## src/rtl/peripheral_wb_pkg.sv

```systemverilog
// Shared Wishbone encodings and arbiter FSM state type.
package peripheral_wb_pkg;

    localparam logic [2:0] CTI_CLASSIC      = 3'b000;
    localparam logic [2:0] CTI_CONST_BURST  = 3'b001;
    localparam logic [2:0] CTI_INC_BURST    = 3'b010;
    localparam logic [2:0] CTI_END_OF_BURST = 3'b111;

    localparam logic [1:0] BTE_LINEAR = 2'b00;
    localparam logic [1:0] BTE_WRAP4  = 2'b01;
    localparam logic [1:0] BTE_WRAP8  = 2'b10;
    localparam logic [1:0] BTE_WRAP16 = 2'b11;

    typedef enum logic [0:0] {
        StIdle,
        StGrant
    } arb_state_e;

endpackage

```

## src/rtl/peripheral_arbiter_rr_wb.sv

```systemverilog
// Combinational round-robin picker: lowest requester above last_i wins, else lowest overall.
module peripheral_arbiter_rr_wb #(
    parameter int unsigned NUM_MASTERS = 4,
    parameter int unsigned IDX_W       = 2
) (
    input  logic [NUM_MASTERS-1:0] req_i,
    input  logic [IDX_W-1:0]       last_i,
    output logic [NUM_MASTERS-1:0] gnt_o
);

    logic [NUM_MASTERS-1:0] req_hi;
    logic [NUM_MASTERS-1:0] pick;

    always_comb begin
        req_hi = '0;
        for (int k = 0; k < NUM_MASTERS; k++) begin
            req_hi[k] = req_i[k] && (IDX_W'(k) > last_i);
        end
        pick = (|req_hi) ? req_hi : req_i;

        // Walk downward so the lowest set bit is the one left standing.
        gnt_o = '0;
        for (int k = NUM_MASTERS - 1; k >= 0; k--) begin
            if (pick[k]) begin
                gnt_o    = '0;
                gnt_o[k] = 1'b1;
            end
        end
    end

endmodule

```

## src/rtl/peripheral_arbiter_wb.sv

```systemverilog
// N-to-1 Wishbone arbiter with round-robin grant held for the whole cycle.
// Optional stall watchdog enabled by defining PERIPHERAL_ARBITER_WB_TIMEOUT_EN.
module peripheral_arbiter_wb
    import peripheral_wb_pkg::*;
#(
    parameter int unsigned NUM_MASTERS = 4,
    parameter int unsigned AW          = 32,
    parameter int unsigned DW          = 32,
    parameter int unsigned TIMEOUT     = 255
) (
    input  logic                         wb_clk_i,
    input  logic                         wb_rst_i,
    input  logic [NUM_MASTERS*AW-1:0]    m_adr_i,
    input  logic [NUM_MASTERS*DW-1:0]    m_dat_i,
    input  logic [NUM_MASTERS*DW/8-1:0]  m_sel_i,
    input  logic [NUM_MASTERS-1:0]       m_we_i,
    input  logic [NUM_MASTERS-1:0]       m_cyc_i,
    input  logic [NUM_MASTERS-1:0]       m_stb_i,
    input  logic [NUM_MASTERS*3-1:0]     m_cti_i,
    input  logic [NUM_MASTERS*2-1:0]     m_bte_i,
    output logic [DW-1:0]                m_dat_o,
    output logic [NUM_MASTERS-1:0]       m_ack_o,
    output logic [NUM_MASTERS-1:0]       m_err_o,
    output logic [NUM_MASTERS-1:0]       m_rty_o,
    output logic [AW-1:0]                s_adr_o,
    output logic [DW-1:0]                s_dat_o,
    output logic [DW/8-1:0]              s_sel_o,
    output logic                         s_we_o,
    output logic                         s_cyc_o,
    output logic                         s_stb_o,
    output logic [2:0]                   s_cti_o,
    output logic [1:0]                   s_bte_o,
    input  logic [DW-1:0]                s_dat_i,
    input  logic                         s_ack_i,
    input  logic                         s_err_i,
    input  logic                         s_rty_i,
    output logic [NUM_MASTERS-1:0]       grant_o
);

    localparam int unsigned SW   = DW / 8;
    localparam int unsigned IdxW = (NUM_MASTERS > 1) ? $clog2(NUM_MASTERS) : 1;

    arb_state_e             state_q, state_d;
    logic [NUM_MASTERS-1:0] grant_q, grant_d;
    logic [IdxW-1:0]        last_q, last_d;

    logic [NUM_MASTERS-1:0] rr_gnt;
    logic [IdxW-1:0]        grant_idx;
    logic                   granted_cyc;
    logic                   mux_cyc;
    logic                   mux_stb;
    logic                   wdog_fire;

    peripheral_arbiter_rr_wb #(
        .NUM_MASTERS (NUM_MASTERS),
        .IDX_W       (IdxW)
    ) u_rr (
        .req_i  (m_cyc_i),
        .last_i (last_q),
        .gnt_o  (rr_gnt)
    );

    // Request mux; grant_q is all-zero in IDLE so every slave output reads 0 there.
    always_comb begin
        s_adr_o   = '0;
        s_dat_o   = '0;
        s_sel_o   = '0;
        s_we_o    = 1'b0;
        mux_cyc   = 1'b0;
        mux_stb   = 1'b0;
        s_cti_o   = '0;
        s_bte_o   = '0;
        grant_idx = '0;
        for (int k = 0; k < NUM_MASTERS; k++) begin
            if (grant_q[k]) begin
                s_adr_o   = m_adr_i[k*AW +: AW];
                s_dat_o   = m_dat_i[k*DW +: DW];
                s_sel_o   = m_sel_i[k*SW +: SW];
                s_we_o    = m_we_i[k];
                mux_cyc   = m_cyc_i[k];
                mux_stb   = m_stb_i[k];
                s_cti_o   = m_cti_i[k*3 +: 3];
                s_bte_o   = m_bte_i[k*2 +: 2];
                grant_idx = IdxW'(k);
            end
        end
    end

    assign granted_cyc = |(m_cyc_i & grant_q);
    assign s_cyc_o     = mux_cyc & ~wdog_fire;
    assign s_stb_o     = mux_stb & ~wdog_fire;
    assign grant_o     = grant_q;
    assign m_dat_o     = (state_q == StGrant) ? s_dat_i : '0;
    assign m_ack_o     = grant_q & {NUM_MASTERS{s_ack_i & ~wdog_fire}};
    assign m_rty_o     = grant_q & {NUM_MASTERS{s_rty_i & ~wdog_fire}};
    assign m_err_o     = grant_q & {NUM_MASTERS{s_err_i | wdog_fire}};

`ifdef PERIPHERAL_ARBITER_WB_TIMEOUT_EN
    localparam int unsigned CntW = $clog2(TIMEOUT + 1);

    logic [CntW-1:0] wdog_q, wdog_d;
    logic            term;

    assign term      = s_ack_i | s_err_i | s_rty_i;
    assign wdog_fire = (state_q == StGrant) && (wdog_q >= CntW'(TIMEOUT));

    always_comb begin
        wdog_d = wdog_q;
        if (state_q != StGrant || wdog_fire || term) begin
            wdog_d = '0;
        end else if (mux_stb) begin
            wdog_d = wdog_q + 1'b1;
        end
    end

    always_ff @(posedge wb_clk_i or negedge wb_rst_i) begin
        if (!wb_rst_i) begin
            wdog_q <= '0;
        end else begin
            wdog_q <= wdog_d;
        end
    end
`else
    assign wdog_fire = 1'b0;
`endif

    always_comb begin
        state_d = state_q;
        grant_d = grant_q;
        last_d  = last_q;
        unique case (state_q)
            StIdle: begin
                if (|m_cyc_i) begin
                    state_d = StGrant;
                    grant_d = rr_gnt;
                end
            end
            StGrant: begin
                if (!granted_cyc || wdog_fire) begin
                    state_d = StIdle;
                    grant_d = '0;
                    last_d  = grant_idx;
                end
            end
            default: begin
                state_d = StIdle;
                grant_d = '0;
            end
        endcase
    end

    always_ff @(posedge wb_clk_i or negedge wb_rst_i) begin
        if (!wb_rst_i) begin
            state_q <= StIdle;
            grant_q <= '0;
            last_q  <= IdxW'(NUM_MASTERS - 1);
        end else begin
            state_q <= state_d;
            grant_q <= grant_d;
            last_q  <= last_d;
        end
    end

endmodule
```

## config.mk

```make
export PLATFORM = sky130hd
export DESIGN_NAME = peripheral_arbiter_wb
export DESIGN_NICKNAME = d
export VERILOG_FILES = /design/src/rtl/peripheral_wb_pkg.sv /design/src/rtl/peripheral_arbiter_rr_wb.sv /design/src/rtl/peripheral_arbiter_wb.sv
export SDC_FILE = /design/constraint.sdc
export NUM_CORES = 1
export LEC_CHECK = 0
export BUFFER_PORTS_ARGS = -buffer_cell sky130_fd_sc_hd__buf_2
export CORE_AREA = 2 2 182 184
export CTS_CLUSTER_DIAMETER = 30
export DETAILED_ROUTE_END_ITERATION = 16
export DIE_AREA = 0 0 184 186
export GPL_ROUTABILITY_DRIVEN = 0
export SYNTH_ARGS = -nofsm -noshare
export SYNTH_HDL_FRONTEND = slang
export SYNTH_SLANG_ARGS = --single-unit
```

## constraint.sdc

```tcl
create_clock -name wb_clk_i -period 2.4 [get_ports wb_clk_i]
set_input_delay 0.48 -clock wb_clk_i [delete_from_list [all_inputs] [get_ports wb_clk_i]]
set_output_delay 0.48 -clock wb_clk_i [all_outputs]
set_load 0.005 [all_outputs]
```

; ---- After elaboration in Yosys (flattened, before gate mapping)
; Index checks and enable logic that the tools add are counted.
[word_totals]
ff_bits = 7
output_inout_bits = 124
elab_cells = 71
[op_classes]
magnitude_cmp = 4
eq_ne = 2
muxes = 47
n_bitwise = 6
n_reduce_logical = 9
[ops]
columns = operator, count
row1 = 2-to-1 mux 32 bit, 9
row2 = 2-to-1 mux 4 bit, 11
row3 = AND 4 bit, 4
row4 = 2-to-1 mux 1 bit, 15
row5 = 2-to-1 mux 2 bit, 6
row6 = 2-to-1 mux 3 bit, 4
row7 = OR reduction 4 bit, 3
row8 = case mux 4 bit (2 select lines), 1
row9 = "greater-than comparator 1 x 2 -> 1 bit, first input constant", 2
row10 = "greater-than comparator 2 bit, first input constant", 2
row11 = logical AND 1 bit, 4
row12 = "!= test 2 bit, second input constant", 2
row13 = AND reduction 2 bit, 2
row14 = inverter 1 bit, 2
row15 = case mux 1 bit (2 select lines), 1

; ---- Logic depth before layout (Yosys ltp)
; Gate-level depths: netlist of the first run.
[depth]
ltp_word = 10
mapped_depth = 5

; ---- Modules after synthesis
; Synthesis of the first run repeated with hierarchy kept, for this count alone.
[hier_totals]
hier_cells = 371
area_unflattened_um2 = 2907.8
[modules_own_cells]
columns = mod, n_inst, cells_each, area_each_um2
row1 = peripheral_arbiter_wb, 1, 353, 2800.2
row2 = peripheral_arbiter_rr_wb, 1, 18, 107.6

; ---- Worst setup path before layout of the first run
; Ideal clock, no wire load.
[synth_path]
path_type = flip-flop to output port
from = register grant_q[3], in the netlist grant_o[3]
to = output port s_adr_o[10]
arrival_time_ns = 1.264
required_ns = 1.920
path_slack_ns = 0.656
stages_incl_launch_ff = 6
n_path_buf = 2
path_cell_list = dfrtp_1 nor4b_2 buf_4 buf_4 a22oi_1 o21ai_1
[synth_via]
elab_chain_cells = 1
[synth_lines]
columns = element, line_no
row1 = "start, declared", peripheral_arbiter_wb.sv:44  ; logic [NUM_MASTERS-1:0] grant_q, grant_d;
row2 = "start signal, assigned", peripheral_arbiter_wb.sv:159  ; grant_q <= grant_d;
row3 = 2-to-1 mux 32 bit, peripheral_arbiter_wb.sv:75  ; if (grant_q[k]) begin
row4 = "end, declared", peripheral_arbiter_wb.sv:25  ; output logic [AW-1:0] s_adr_o,
; No other way between the ends.

; ---- Worst setup path in the final report of the first run
[layout_path]
from = register grant_q[3], in the netlist grant_o[3]
to = output port s_dat_o[22]
[layout_via]
elab_chain_cells = 1
[layout_lines]
columns = element, line_no
row1 = 2-to-1 mux 32 bit, peripheral_arbiter_wb.sv:75
row2 = "end, declared", peripheral_arbiter_wb.sv:26  ; output logic [DW-1:0] s_dat_o,
; No other way between the ends.

==> metrics.cfg, run 1 <==
[die]
die_x_um = 184
die_h_um = 186
num_io_pins = 465
start_util_pct = 7.572
dieArea_mm2 = 0.03422
core_area_mm2 = 0.03221
rows = 66

[synth]
ys_seq_elements = 7
ys_types = 28
yosysTopAreaCell = a22oi_1
netlist_top_cells_area = a22oi_1, o21ai_1, and2_1
ys_warn_count = 0
ys_seq_area_share_pct = 7.286
syn_area_per_cell_um2 = 6.718
syn-num-nets = 704
yosysTopAreaCellShare_pct = 46.18
syn_inst = 363
syn-cell-area_mm2 = 0.002439

[global_routing]
grt_pass1_vias = 4126
antenna_found_initial = 2
overflow = 0
grt_usage_pct = 7.989
grt_start_max_net_pins = 160
grt_pass1_wl_mm = 21.65

[critical_path]
timing.critical_path.arrival_ns = 1.86
startpoint = grant_o[3]
rrSetupSlack_ns = 0.68
critPathKind = reg2out
r2r_start = grant_o[3]
r2r-end = grant_o[3]
worst-path-max-fanout = 38
end_kind = output pin
ff2ff_path_depth = 5
crit_end = s_dat_o[22]
critPathLaunchType = flip-flop
worstPathRequired_ns = 1.92

[cts]
h-tree-depth = 1
post_cts_buffers = 0
numCtsBuffers = 3
cts_root_buffer = clkbuf_16
clock_sinks = 7
clk_pin_slew_ns = 0.04
max-clock-path-buffers = 2
cts_hold_buf = 0
cts.repair.resized = 0
clk_latency_ns = 0.23
cts_tree = done

[sta]
grt_setup_unrepaired = no
max_freq_mhz = 427.8
finalSetupTns_ns = 0
worst_slack_ns = 0.06249
finalHoldViolations = 0
relSlewSlack_pct = 42.07
clock_skew_ns = 0.002921
slew_violations = 0
period_share_pct = 97.40
setup_violations = 0
fin_crit_ns = 2.338
worst_pin_slew_ns = 0.8689

[drt]
ant_nets = 0
drt-total-wl_mm = 16.80
dr.pass1.iters = 5
wl_per_cell_um = 13.99
vias_per_cell = 4.142
drc = 0
drt_iter0_markers = 283
num_vias = 4974

[job]
drv_cap = 0

[place]
dp_hpwl_mm = 13.65
port_buffers = 464
pre_cts_ws_ns = 0.3313

[final_layout]
area.sequential_um2 = 182.7
drive_gt1_share_pct = 60.86
multi_input_area_mm2 = 0.002024
fill_cells = 3688
syn2layout_area_growth_pct = 115.7
final_nets = 1134

[pwr]
vdd_ir_drop_max_uv = 612.2
power_leakage_nw = 2.636
power_density_mw_per_mm2 = 772.0

[status]
run_status = finished, final reports clean

[worst_hold_path]
worstHoldPathType = in2async

## critical path, cell delays in order, from the launching register on
cell and delay, ns:
dfrtp_4 0.49, nor4b_4 0.41, buf_12 0.25, a22oi_1 0.15, o21ai_1 0.13, buf_2 0.13
## cells by family after synthesis
logic type / after synthesis / synth area share [%]
AO/OA/AOI/OAI: 242 / 66.19
AND/OR/NAND/NOR: 65 / 16.42
buffers and inverters: 49 / 10.11
flip-flops: 7 / 7.286
## registers in the layout, summed over array words and instances, names as in the netlist
name	flops
grant_o	4
last_q	2
state_q	1
## where the power goes
group | leakage [nW] | total, mW | switching (mW) | internal, mW
clock | 0.0382 | 0.281 | 0.0604 | 0.221
sequential | 0.0828 | 0.307 | 0.132 | 0.175
combinational | 2.51 | 3.47 | 1.84 | 1.63
total | 2.64 | 4.06 | 2.03 | 2.03
## synthesized netlist by cell type
master,number
a21boi_0,1
a21oi_1,3
a221o_1,1
a22oi_1,150
and2_1,45
and2b_1,1
buf_1,3
buf_2,14
buf_4,4
buf_6,4
clkbuf_1,21
dfrtp_1,5
dfstp_2,2
inv_1,3
nand2_1,7
nand2b_1,1
nand3_1,1
nand3b_1,2
nand4_2,1
nor2_1,5
nor4_2,1
nor4b_2,1
o211ai_1,1
o21a_1,1
o21ai_0,12
o21ai_1,69
o2bb2ai_1,3
o41ai_1,1
## layout by cell type (no fill, tap or decap), drive strengths merged, types with 3 or more instances in the layout
cell / count
buf: 471
a22oi: 150
o21ai: 81
and2: 45
nand2: 7
nor2: 5
dfrtp: 5
clkbuf: 4
a21oi: 3
inv: 3
o2bb2ai: 3
## through the flow
step | instances | hold WS [ns] | power [mW] | utilization [%] | instance area (µm²)
after floorplan | 363 | 0.1844 | 2.113 | - | 2439
after global placement | 1196 | 0.3177 | 3.711 | 16.08 | 5179
after detailed placement | 1196 | 0.3271 | 3.751 | 16.08 | 5179
after CTS | 1200 | 0.08494 | 4.048 | 16.32 | 5258
after global routing | 1201 | 0.08896 | 4.419 | 16.33 | 5260
final | 1201 | 0.08145 | 4.061 | 16.33 | 5260
## metal layers
layer	GRT usage [%]	part of all wire, %
met2	13.89	48
met5	0	0.077
met4	2.560	2.5
met3	1.741	11
met1	9.782	39
## how the worst min path moves through the flow
stage                     startpoint    endpoint  slack, ns  depth (start not counted)
after floorplan             wb_rst_i  grant_o[0]       0.18                          0
after global placement      wb_rst_i  grant_o[1]       0.32                          1
after detailed placement    wb_rst_i  grant_o[1]       0.33                          1
after CTS                   wb_rst_i  grant_o[1]       0.08                          1
after global routing        wb_rst_i  grant_o[1]       0.09                          1
final                       wb_rst_i  grant_o[1]       0.08                          1
## area by class of cell
cell class | count | area share [%]
Antenna cell | 1 | 0.04757
Clock buffer | 4 | 1.499
Inverter | 3 | 0.2141
Multi-Input combinational cell | 307 | 38.49
Sequential cell | 7 | 3.473
Tap cell | 408 | 9.705
Timing Repair Buffer | 471 | 46.57
(Power assumes the default switching activity.)
==> inputs of run 2 (changes only) <==
--- a/config.mk
+++ b/config.mk
@@ -12,4 +12,5 @@
 export DIE_AREA = 0 0 184 186
 export GPL_ROUTABILITY_DRIVEN = 0
+export REMOVE_ABC_BUFFERS = 1
 export SYNTH_ARGS = -nofsm -noshare
 export SYNTH_HDL_FRONTEND = slang
==> constraint.sdc (replaced) <==
create_clock -name wb_clk_i -period 2.4 [get_ports wb_clk_i]
set_input_delay 0.24 -clock wb_clk_i [delete_from_list [all_inputs] [get_ports wb_clk_i]]
set_output_delay 0.24 -clock wb_clk_i [all_outputs]
set_load 0.005 [all_outputs]
==> run 2 against run 1 <==
Effect of this change: power down 1.8%; core utilization about the same; routed wire length down 3.5%; sequential share of layout area up 0.054 points; flip-flop and latch count unchanged; die area unchanged; critical endpoint is now s_bte_o[0]; design area down 0.19%; count of clock-buffer cells in the layout unchanged.
==> metrics.cfg, run 2 (same netlist as run 1, synthesis figures left out) <==
[sta]
finalHoldViolations = 0  ; unchanged
fin_crit_ns = 2.191  ; -0.1462 ns
relSlewSlack_pct = 55.36  ; +13 points
max_freq_mhz = 456.4  ; +6.7%
finalSetupTns_ns = 0  ; unchanged
slew_violations = 0  ; unchanged
clock_skew_ns = 0.0006356  ; -0.002286 ns
period_share_pct = 91.30  ; -6.1 points
setup_violations = 0  ; unchanged
grt_setup_unrepaired = no
whs_ns = 0.3636  ; +0.2821 ns
worst_pin_slew_ns = 0.6696  ; -0.1993 ns

[die]
num_io_pins = 465  ; unchanged
core_area_mm2 = 0.03221  ; unchanged
rows = 66  ; unchanged
die_h_um = 186  ; unchanged
die_x_um = 184  ; unchanged
dieArea_mm2 = 0.03422  ; unchanged
start_util_pct = 7.572  ; unchanged

[critical_path]
rrSetupSlack_ns = 0.58  ; -0.10 ns
critPathLaunchType = flip-flop
timing.critical_path.arrival_ns = 1.95  ; +0.09 ns
crit_cells = 5  ; unchanged
ff2ff_path_depth = 5  ; unchanged
worst-path-max-fanout = 75  ; +97%
critPathKind = reg2out
cp_top_family = buffers and inverters
slowest_delay_ns = 0.49  ; about the same
crit_buf_inv = 2  ; unchanged
cp_slowest_cell = dfrtp_4
end_kind = output pin
worstPathRequired_ns = 2.16  ; +0.24 ns
crit_chain = nor4b_4 > buf_12 > a22oi_1 > o21ai_0 > buf_2

[cts]
clock_sinks = 7  ; unchanged
clk_latency_ns = 0.23  ; about the same
clk_pin_slew_ns = 0.04  ; about the same
cts_root_buffer = clkbuf_16
numCtsBuffers = 3  ; unchanged
post_cts_buffers = 0  ; unchanged
cts_tree = done
h-tree-depth = 1  ; unchanged
max-clock-path-buffers = 2  ; unchanged

[drt]
top_layer_used = met4
num_vias = 4944  ; -0.60%
drt_iter0_markers = 335  ; +18%
drt-total-wl_mm = 16.22  ; -3.5%
wl_met2_mm = 8.241  ; +1.6%
dr.pass1.iters = 5  ; unchanged
met1_length_mm = 5.817  ; -10%
vias_per_cell = 4.106  ; -0.85%
wl_met3_mm = 1.839  ; +3.5%
wl_per_cell_um = 13.47  ; -3.7%
drc = 0  ; unchanged
ant_nets = 0  ; unchanged

[final_layout]
drive_gt1_share_pct = 60.88  ; about the same
largest_reg_flops = 4  ; unchanged
syn2layout_area_growth_pct = 115.3
final_nets = 1137  ; +0.26%
layout_common_cells = buf_2, a22oi_1, o21ai_1, and2_1, o21ai_0
layout_commonest_cell = buf_2

[pwr]
switchingPower_mw = 1.984  ; -2.4%
pwr-share-clk_pct = 7.1  ; +0.2 points
p_int_mw = 2.006  ; -1.1%
power_leakage_nw = 2.640  ; +0.17%
switching_share_pct = 49.73  ; -0.31 points
vdd_ir_drop_max_uv = 370.1  ; -40%
power_density_mw_per_mm2 = 759.9  ; -1.6%
p_comb_share_pct = 86.6  ; +1.1 points
p_seq_share_pct = 6.3  ; -1.2 points
report.power.total_mw = 3.989  ; -1.8%

[job]
drv_cap = 0  ; unchanged

[place]
port_buffers = 464  ; unchanged
dp_hpwl_mm = 13.15  ; -3.7%

[global_routing]
grt_usage_pct = 7.727  ; -0.26 points
overflow = 0  ; unchanged
grt_pass1_wl_mm = 20.87  ; -3.6%
antenna_found_initial = 1  ; -1
grt_pass1_vias = 4016  ; -2.7%
grt_start_max_net_pins = 160  ; unchanged

[worst_hold_path]
worstHoldPathType = in2reg
hold-path-cell-count = 3

[status]
run_status = finished, final reports clean

## run 2: final timing paths
| check | end | startpoint |
|---|---|---|
| setup / recovery | s_bte_o[0] | grant_o[2] |
| hold / removal | grant_o[2] | m_cyc_i[2] |
| setup reg to reg | grant_o[2] | grant_o[2] |
| hold reg to reg | last_q[0] | last_q[0] |
| max in group asynchronous | last_q[0] | wb_rst_i |
| min in group asynchronous | grant_o[3] | wb_rst_i |
## run 2: worst min-delay path: stages
cell and delay [ns]:
buf_2 0.15, nand3_1 0.08, o2bb2ai_1 0.07
## run 2: power by group through the flow
stage                     Sequential, mW  Combinational [mW]  Clock [mW]
after floorplan                    0.482                1.49           0
after global placement             0.251                3.40           0
after detailed placement           0.256                3.45           0
after CTS                          0.254                3.46       0.288
after global routing               0.265                3.82       0.295
final                              0.252                3.45       0.284
## run 2: area by class of cell
type,instances,area [µm²]
Sequential cell,7,185.2
Fill cell,3687,26960
Tap cell,408,510.5
Clock buffer,4,78.83
Timing Repair Buffer,474,2437
Multi-Input combinational cell,307,2024
Inverter,3,11.26
Antenna cell,1,2.502
## run 2: timing repair
item | in CTS | in global routing
gates resized for setup | 0 | 0
endpoints found under the hold margin | 5 | 0
hold buffers | 1 | 0
## run 2: per-layer routing
metal / vias up / global-route usage, %
li1: 2317 / -
met1: 2211 / 9.042
met2: 394 / 14.48
met3: 22 / 1.213
met4: 0 / 2.176
met5: - / 0
## run 2: metrics by stage
step           util [%]  cells  worst slack (ns)  cell area (µm²)
3_3_place_gp      16.02   1198            0.4480             5159
2_1_floorplan         -    317            -3.426             2203
6_report          16.30   1204            0.2087             5250
5_1_grt           16.29   1203            0.1632             5248
3_5_place_dp      16.02   1198            0.4611             5159
4_1_cts           16.29   1203            0.2149             5248
==> inputs of run 3 (changes only) <==
- RECOVER_POWER: not set -> 50
==> run 3 against run 2 <==
Effect of this change: cell count is the same; maximum frequency shrank 2.1%; critical endpoint unchanged; flip-flop and latch count is the same; critical path type unchanged; clock skew is essentially flat; highest routed layer unchanged; count of clock-buffer cells in the layout is the same.
==> metrics.cfg, run 3 (same netlist as run 1, synthesis figures left out) <==
[critical_path]
worstPathRequired_ns = 2.16  ; about the same
end_kind = output pin
critPathLaunchType = flip-flop
timing.critical_path.arrival_ns = 2.00  ; +0.05 ns
critPathKind = reg2out
worst-path-max-fanout = 75  ; unchanged

[cts]
clk_pin_slew_ns = 0.04  ; about the same
numCtsBuffers = 3  ; unchanged
clk_latency_ns = 0.23  ; about the same
max-clock-path-buffers = 2  ; unchanged
cts_tree = done
cts_hold_buf = 1  ; unchanged
cts_root_buffer = clkbuf_16
clock_sinks = 7  ; unchanged
cts.repair.resized = 0  ; unchanged
post_cts_buffers = 0  ; unchanged
h-tree-depth = 1  ; unchanged

[drt]
ant_nets = 0  ; unchanged
drt_iter0_markers = 314  ; -6.3%
num_vias = 4919  ; -0.51%
drt-total-wl_mm = 16.24  ; +0.14%
dr.pass1.iters = 5  ; unchanged
wl_per_cell_um = 13.49  ; +0.14%
drc = 0  ; unchanged
vias_per_cell = 4.086  ; -0.51%

[sta]
setup_violations = 0  ; unchanged
fin_crit_ns = 2.238  ; +0.04643 ns
max_freq_mhz = 446.9  ; -2.1%
worst_pin_slew_ns = 0.6586  ; -0.01097 ns
finalHoldViolations = 0  ; unchanged
grt_setup_unrepaired = no
relSlewSlack_pct = 56.09  ; +0.73 points
whs_ns = 0.3693  ; +0.005754 ns
finalSetupTns_ns = 0  ; unchanged
period_share_pct = 93.24  ; +1.9 points
slew_violations = 0  ; unchanged
clock_skew_ns = 0.0008324  ; +0.0001969 ns

[die]
num_io_pins = 465  ; unchanged
die_h_um = 186  ; unchanged
core_area_mm2 = 0.03221  ; unchanged
dieArea_mm2 = 0.03422  ; unchanged
rows = 66  ; unchanged
start_util_pct = 7.572  ; unchanged
die_x_um = 184  ; unchanged

[global_routing]
grt_pass1_wl_mm = 20.87  ; unchanged
antenna_found_initial = 1  ; unchanged
grt_start_max_net_pins = 160  ; unchanged
grt_pass1_vias = 4016  ; unchanged
grt_usage_pct = 7.727  ; unchanged
overflow = 0  ; unchanged

[job]
drv_cap = 0  ; unchanged

[final_layout]
layout_common_cells = buf_2, a22oi_1, o21ai_1, and2_1, o21ai_0
layout_commonest_cell = buf_2
syn2layout_area_growth_pct = 113.7
drive_gt1_share_pct = 59.12  ; -1.8 points
final_util_pct = 16.18  ; -0.12 points
largest_reg_flops = 4  ; unchanged
fill_cells = 3691  ; +0.11%
final_nets = 1137  ; unchanged

[pwr]
vdd_ir_drop_max_uv = 363.8  ; -1.7%
power_density_mw_per_mm2 = 755.7  ; -0.55%
power_leakage_nw = 2.583  ; -2.2%

[worst_hold_path]
worstHoldPathType = in2reg

[place]
port_buffers = 464  ; unchanged
dp_hpwl_mm = 13.15  ; unchanged

[status]
run_status = finished, final reports clean

-- run 3: cell types whose count changed in the layout (fill, tap and decap cells not counted), moves of 3 or more --
| cell | delta |
|---|---|
| clkbuf_1 | +13 |
| and2_0 | +11 |
| and2_1 | -11 |
| buf_2 | -10 |
| buf_4 | -3 |
| o21ai_0 | +3 |
| o21ai_1 | -3 |
-- run 3: layout make-up --
class	instances	area, µm²	area share (%)
Inverter	3	11.26	0.2161
Timing Repair Buffer	474	2414	46.31
Antenna cell	1	2.502	0.04802
Tap cell	408	510.5	9.796
Multi-Input combinational cell	307	2009	38.56
Clock buffer	4	78.83	1.513
Sequential cell	7	185.2	3.553
-- run 3: final timing paths --
kind,start,endpoint,slack (ns),cells past startpoint
min in group asynchronous,wb_rst_i,grant_o[3],0.46,2
min,m_cyc_i[2],grant_o[2],0.37,3
min reg2reg,last_q[0],last_q[0],0.49,2
max,grant_o[2],s_bte_o[0],0.16,5
max in group asynchronous,wb_rst_i,grant_o[2],1.61,2
max reg2reg,state_q,grant_o[2],0.36,4
-- run 3: critical path, cell delays in order, from the launching register on --
cell and delay, ns:
dfrtp_4 0.48, nor4b_2 0.37, buf_12 0.36, a22oi_1 0.10
o21ai_0 0.20, buf_2 0.19
-- run 3: per-layer routing --
metal | routed length, µm | vias to the layer above | global-route usage (%)
met5 | 0 | - | 0
met4 | 358 | 0 | 2.176
met3 | 1778 | 28 | 1.213
met2 | 8227 | 362 | 14.48
met1 | 5876 | 2211 | 9.042
li1 | - | 2318 | -
-- run 3: report_power, final --
group / leakage, nW / switching [mW] / internal, mW
Clock: 0.0382 / 0.0630 / 0.221
Combinational: 2.46 / 1.84 / 1.56
Sequential: 0.0826 / 0.0661 / 0.179
-- run 3: per-stage QoR --
step	power, mW	std cells	cell area, µm²	setup WS [ns]
2_1_floorplan	1.975	317	2203	-3.426
3_3_place_gp	3.655	1198	5159	0.4480
3_5_place_dp	3.701	1198	5159	0.4611
4_1_cts	3.998	1203	5248	0.2149
5_1_grt	4.329	1203	5209	0.1047
6_report	3.938	1204	5211	0.1623
